==> src/rtl/audio_output_arbiter_pkg.sv <==
`default_nettype none
// ============================================================================
// Module   : audio_output_arbiter_pkg
// Purpose  : Shared constants and state encoding for the buzzer/LED arbiter.
// Revision : 1.0 - initial release
// ============================================================================
package audio_output_arbiter_pkg;

  localparam int c_LED_W    = 7;
  localparam int c_BEEP_IDX = 0;

  typedef enum logic [1:0] {
    ST_IDLE = 2'd0,
    ST_OWN  = 2'd1,
    ST_GAP  = 2'd2
  } arb_state_t;

  function automatic int max_int(input int a, input int b);
    return (a > b) ? a : b;
  endfunction

endpackage
`default_nettype wire

==> src/rtl/audio_output_arbiter_rr_picker.sv <==
`default_nettype none
// ============================================================================
// Module   : audio_output_arbiter_rr_picker
// Purpose  : Round-robin priority encoder over requesters 1..N_REQ-1.
// Revision : 1.0 - initial release
// ============================================================================
module audio_output_arbiter_rr_picker #(
  parameter int N_REQ = 4,
  parameter int IDX_W = 2
) (
  input  logic [N_REQ-1:1] i_req,
  input  logic [IDX_W-1:0] i_ptr,
  output logic             o_valid,
  output logic [IDX_W-1:0] o_idx
);

  int w_cand;

  // i_ptr is always in 1..N_REQ-1, so a single wrap subtraction suffices.
  always_comb begin
    o_valid = 1'b0;
    o_idx   = '0;
    w_cand  = 0;
    for (int k = 0; k < N_REQ - 1; k++) begin
      w_cand = int'(i_ptr) + k;
      if (w_cand > N_REQ - 1) begin
        w_cand = w_cand - (N_REQ - 1);
      end
      if (!o_valid && i_req[w_cand[IDX_W-1:0]]) begin
        o_valid = 1'b1;
        o_idx   = w_cand[IDX_W-1:0];
      end
    end
  end

endmodule
`default_nettype wire

==> src/rtl/audio_output_arbiter.sv <==
`default_nettype none
// ============================================================================
// Module   : audio_output_arbiter
// Purpose  : Grants the shared buzzer and LED bar to one source at a time.
// Revision : 1.0 - initial release
// ============================================================================
module audio_output_arbiter
  import audio_output_arbiter_pkg::*;
#(
  parameter int N_REQ      = 4,
  parameter int HOLD_TICKS = 20,
  parameter int MAX_TICKS  = 200,
  parameter int GAP_CYCLES = 2
) (
  input  logic                     clk,
  input  logic                     rst,
  input  logic                     i_tick,
  input  logic [N_REQ-1:0]         i_req,
  input  logic [N_REQ-1:0]         i_buzzer_in,
  input  logic [c_LED_W*N_REQ-1:0] i_led_in,
  output logic [N_REQ-1:0]         o_grant,
  output logic                     o_buzzer,
  output logic [c_LED_W-1:0]       o_led,
  output logic                     o_busy
);

  localparam int c_IDX_W = (N_REQ > 1) ? $clog2(N_REQ) : 1;
  localparam int c_CNT_W = $clog2(max_int(max_int(HOLD_TICKS, MAX_TICKS), 1)) + 1;
  localparam int c_GAP_W = (GAP_CYCLES > 1) ? $clog2(GAP_CYCLES) : 1;
  localparam logic [c_CNT_W-1:0] c_HOLD     = c_CNT_W'(HOLD_TICKS);
  localparam logic [c_CNT_W-1:0] c_MAX      = c_CNT_W'(MAX_TICKS);
  localparam logic [c_GAP_W-1:0] c_GAP_LAST = c_GAP_W'(GAP_CYCLES - 1);
  localparam logic [c_IDX_W-1:0] c_BEEP     = c_IDX_W'(c_BEEP_IDX);

  arb_state_t          r_state, w_state_nxt;
  logic [N_REQ-1:0]    r_grant, w_grant_nxt;
  logic [c_IDX_W-1:0]  r_owner, w_owner_nxt;
  logic [c_IDX_W-1:0]  r_rr_ptr, w_rr_nxt;
  logic [c_CNT_W-1:0]  r_hold_cnt, w_hold_nxt;
  logic [c_GAP_W-1:0]  r_gap_cnt, w_gap_nxt;
  logic                r_buzzer, w_buzzer_nxt;
  logic [c_LED_W-1:0]  r_led, w_led_nxt;

  logic [c_LED_W-1:0]  w_led_src [N_REQ];
  logic                w_pick_valid;
  logic [c_IDX_W-1:0]  w_pick_idx;
  logic                w_any_req;
  logic [c_IDX_W-1:0]  w_win_idx;
  logic [N_REQ-1:0]    w_win_oh;
  logic [c_IDX_W-1:0]  w_rr_after;
  logic                w_release, w_preempt, w_timeout, w_exit;

  for (genvar gi = 0; gi < N_REQ; gi++) begin : g_led_unpack
    assign w_led_src[gi] = i_led_in[gi*c_LED_W +: c_LED_W];
  end

  audio_output_arbiter_rr_picker #(
    .N_REQ (N_REQ),
    .IDX_W (c_IDX_W)
  ) u_rr_picker (
    .i_req   (i_req[N_REQ-1:1]),
    .i_ptr   (r_rr_ptr),
    .o_valid (w_pick_valid),
    .o_idx   (w_pick_idx)
  );

  assign w_any_req  = i_req[c_BEEP_IDX] | w_pick_valid;
  assign w_win_idx  = i_req[c_BEEP_IDX] ? c_BEEP : w_pick_idx;
  assign w_win_oh   = {{(N_REQ-1){1'b0}}, 1'b1} << w_win_idx;
  assign w_rr_after = (r_owner == c_IDX_W'(N_REQ - 1)) ? c_IDX_W'(1) : r_owner + 1'b1;

  // All exit causes lead to the same GAP entry, so their relative priority
  // has no visible effect; r_grant doubles as the owner's one-hot mask.
  assign w_release = ~i_req[r_owner];
  assign w_preempt = (r_owner != c_BEEP) && i_req[c_BEEP_IDX] && (r_hold_cnt >= c_HOLD);
  assign w_timeout = (MAX_TICKS != 0) && (r_hold_cnt >= c_MAX) && (|(i_req & ~r_grant));
  assign w_exit    = w_release | w_preempt | w_timeout;

  always_comb begin
    w_state_nxt  = r_state;
    w_grant_nxt  = r_grant;
    w_owner_nxt  = r_owner;
    w_rr_nxt     = r_rr_ptr;
    w_hold_nxt   = r_hold_cnt;
    w_gap_nxt    = r_gap_cnt;
    w_buzzer_nxt = 1'b0;
    w_led_nxt    = '0;
    case (r_state)
      ST_IDLE: begin
        if (w_any_req) begin
          w_state_nxt = ST_OWN;
          w_grant_nxt = w_win_oh;
          w_owner_nxt = w_win_idx;
          w_hold_nxt  = '0;
        end
      end
      ST_OWN: begin
        if (w_exit) begin
          w_state_nxt = ST_GAP;
          w_grant_nxt = '0;
          w_gap_nxt   = '0;
          if (r_owner != c_BEEP) begin
            w_rr_nxt = w_rr_after;
          end
        end else begin
          w_buzzer_nxt = i_buzzer_in[r_owner];
          w_led_nxt    = w_led_src[r_owner];
          if (i_tick && (r_hold_cnt != '1)) begin
            w_hold_nxt = r_hold_cnt + 1'b1;
          end
        end
      end
      ST_GAP: begin
        if (r_gap_cnt == c_GAP_LAST) begin
          if (w_any_req) begin
            w_state_nxt = ST_OWN;
            w_grant_nxt = w_win_oh;
            w_owner_nxt = w_win_idx;
            w_hold_nxt  = '0;
          end else begin
            w_state_nxt = ST_IDLE;
          end
        end else begin
          w_gap_nxt = r_gap_cnt + 1'b1;
        end
      end
      default: begin
        w_state_nxt = ST_IDLE;
        w_grant_nxt = '0;
      end
    endcase
  end

  always_ff @(posedge clk) begin
    if (rst) begin
      r_state    <= ST_IDLE;
      r_grant    <= '0;
      r_owner    <= '0;
      r_rr_ptr   <= c_IDX_W'(1);
      r_hold_cnt <= '0;
      r_gap_cnt  <= '0;
      r_buzzer   <= 1'b0;
      r_led      <= '0;
    end else begin
      r_state    <= w_state_nxt;
      r_grant    <= w_grant_nxt;
      r_owner    <= w_owner_nxt;
      r_rr_ptr   <= w_rr_nxt;
      r_hold_cnt <= w_hold_nxt;
      r_gap_cnt  <= w_gap_nxt;
      r_buzzer   <= w_buzzer_nxt;
      r_led      <= w_led_nxt;
    end
  end

  assign o_grant  = r_grant;
  assign o_buzzer = r_buzzer;
  assign o_led    = r_led;
  assign o_busy   = (r_state != ST_IDLE);

endmodule
`default_nettype wire
==> config.mk <==
export PLATFORM = sky130hd
export DESIGN_NAME = audio_output_arbiter
export DESIGN_NICKNAME = d
export VERILOG_FILES = /design/src/rtl/audio_output_arbiter_pkg.sv /design/src/rtl/audio_output_arbiter_rr_picker.sv /design/src/rtl/audio_output_arbiter.sv
export SDC_FILE = /design/constraint.sdc
export NUM_CORES = 1
export LEC_CHECK = 0
export CAP_MARGIN = 20
export CORE_MARGIN = 3
export CORE_UTILIZATION = 25
export DETAILED_ROUTE_END_ITERATION = 8
export PLACE_DENSITY_LB_ADDON = 0.1
export SLEW_MARGIN = 20
export SYNTH_ARGS = -nofsm -noshare
export SYNTH_HDL_FRONTEND = slang
export SYNTH_SLANG_ARGS = --single-unit
==> constraint.sdc <==
create_clock -name clk -period 3 [get_ports clk]
set_input_delay 0.75 -clock clk [delete_from_list [all_inputs] [get_ports clk]]
set_output_delay 0.75 -clock clk [all_outputs]
set_load 0.05 [all_outputs]
==> qor.yml <==
cts:
  hold_buffers: 0
  tritoncts: "done"
  cts_root_buffer: "clkbuf_8"
  post-cts-setup-buffers: 0
  clockBufferDepth: 2
  ctsResizeCount: 0
  htree_levels: 1
  clkTransAtPathRegs_ps: 110
  clk_latency_ps: 280
  cts_sinks: 28
  numCtsBuffers: 3
worst_hold_path:
  min_path_type: "register to register"
worst_setup_path:
  crit_path_max_fanout: 7
  arrival_ps: 2780
  start_kind: "primary input"
  required_ps: 3230
  critPathCaptureType: "register"
  critPathKind: "primary input to register"
floorplanning:
  die_h_um: 89.1
  die_w_um: 89.1
  die_area_um2: 7950
  num_rows: 29
  ioPinCount: 52
  start_util_pct: 26.5
  core_um2: 6530
pwr:
  power.leakage_nw: 0.902
  p_total_mw: 0.975
  powerDensity_nw_per_um2: 402
  irDropWorstVdd_v: 0.000204
finish:
  fin_cells: 306
  syn2layout_area_growth_pct: 40.2
  diodes: 0
  nets: 276
  final_cell_mix: "51 x clkdlybuf4s50_1, 28 x dfxtp_1, 11 x inv_1"
  final_layout_size_suffix_gt1_share_pct: 14.0
  final_common_cell: "clkdlybuf4s50_1"
  fillers: 677
sta:
  slew-limit-headroom_pct: 52.3
  setup_viol: 0
  final.setup.worst_slack_ps: 449
  rsz0062_at_grt: "false"
  skew_ps: 5.19
  holdWs_ps: 460
  period_minus_slack_ps: 2550
  worst_slew_pin_slew_ps: 709
  fin_setup_tns_ps: 0
  slew_violations: 0
  fmax_ghz: 0.392
  period_share_pct: 85.0
  hold_viol: 0
synthesis:
  yosys.area_share.simple_pct: 21.0
  muxShareOfSynthArea_pct: 16.8
  ys.flop_type: "dfxtp_1"
  syn_area_per_cell_um2: 9.93
  synth-edff-count: 0
  synth_async_sr_flop_share_pct: 0
  synth_compound_gate_area_share_pct: 20.6
  synth_cells: 174
  synth_nets: 220
  ys_seq_area_share_pct: 32.4
  synth-adder-area-share_pct: 5.07
  ys_seq_elements: 28
  ys_types: 54
  yosys_warnings: 0
  synth_top_family_by_area: "simple AND/OR/NAND/NOR gates"
  synth_xor_area_share_pct: 0.507
  syn_area_um2: 1730
global_route:
  grt_max_degree: 17
  antenna_found_initial: 0
  grt.total_usage_pct: 11.7
  grt_overflow: 0
  grt_pass1_wl_mm: 7.18
  grt_pass1_vias: 1453
run:
  maxCapViolCount: 0
drt:
  vias_per_cell: 4.96
  wl_per_cell_um: 15.1
  dr.first_iter.drc_count: 74
  drtAntennaViolNets: 0
  num_vias: 1517
  drc_errors: 0
  firstDrtPassIters: 4
  drt-total-wl_mm: 4.63
run_status:
  status: "completed"
placed_design:
  dpl.hpwl_mm: 3.64
  routabilityCongestion: 0.817
  dp.cells: 302
  numPortBuffers: 51
  pre_cts_ws_ps: 146
==> power breakdown <==
part / switching (mW) / leakage (nW) / total (mW) / internal, mW
clock: 0.129 / 0.0357 / 0.308 / 0.179
combinational: 0.130 / 0.639 / 0.262 / 0.133
sequential: 0.0173 / 0.227 / 0.404 / 0.387
==> stage by stage <==
stage	cell area, µm²	util (%)
2_1_floorplan	1730	-
3_3_place_gp	2350	36.0
3_5_place_dp	2350	36.0
4_1_cts	2420	37.1
5_1_grt	2420	37.1
6_report	2420	37.1
==> path summary, 6_finish.rpt <==
check	depth (start not counted)	from	endpoint	slack, ps
min reg2reg	2	r_gap_cnt	r_gap_cnt	460
min	2	r_gap_cnt	r_gap_cnt	460
max	7	i_req[3]	r_owner[1]	450
max reg2reg	8	r_rr_ptr[0]	r_owner[1]	520
==> cells by family (layout without fill, tap and decap cells) <==
kind of cell / Yosys count / count (layout)
mux: 17 / 17
buf+inv: 16 / 71
compound gates: 41 / 41
simple gates: 64 / 64
fa+ha+maj: 7 / 7
flops: 28 / 28
xor+xnor: 1 / 1
==> layer usage <==
layer / global-route usage (%) / share of wire [%] / up-vias
met1: 16.1 / 50 / 693
met5: 0 / 0 / -
li1: - / - / 768
met4: 3.38 / 0.58 / 0
met2: 18.0 / 40 / 54
met3: 3.23 / 9.0 / 2
==> state kept, by name (all words and copies together), names as in the netlist <==
name	flops
r_owner	2
r_rr_ptr	2
r_hold_cnt	9
o_led	7
r_gap_cnt	1
o_grant	4
o_buzzer	1
r_state	2
==> critical path, stage by stage <==
cell and delay (ps):
clkdlybuf4s50_1 530, mux2_4 320, o2bb2ai_2 150, a2111oi_2 440
a211o_4 200, mux2_1 320, nor2_1 70
==> layout make-up <==
type,instances,area [µm²],area share (%)
Tap cell,77,96.3,3.98
Inverter,11,41.3,1.70
Sequential cell,28,561,23.1
Clock buffer,3,41.3,1.70
Timing Repair Buffer,56,548,22.6
Multi-Input combinational cell,130,1100,45.6
Clock inverter,1,30.0,1.24
==> synth_stat cells, drive strengths merged (3+ instances only) <==
cell type  count  area share, %
o31ai          3            1.3
dfxtp         28             32
or2            3            1.1
nand2          8            1.7
and3           9            3.3
nand2b        10            3.6
o21ai          6            1.7
ha             7            5.1
o2bb2ai        3            1.9
nor3           3            1.2
inv           11            2.4
clkbuf         3           0.65
a21oi          6            1.7
mux4           9             12
mux2i          5            2.9
a31oi          3            1.4
nor2          10            2.2
nand3          6            1.7
mux2           3            2.2
a31o           4            2.0
Note: power is estimated with default switching activity, not from simulation.
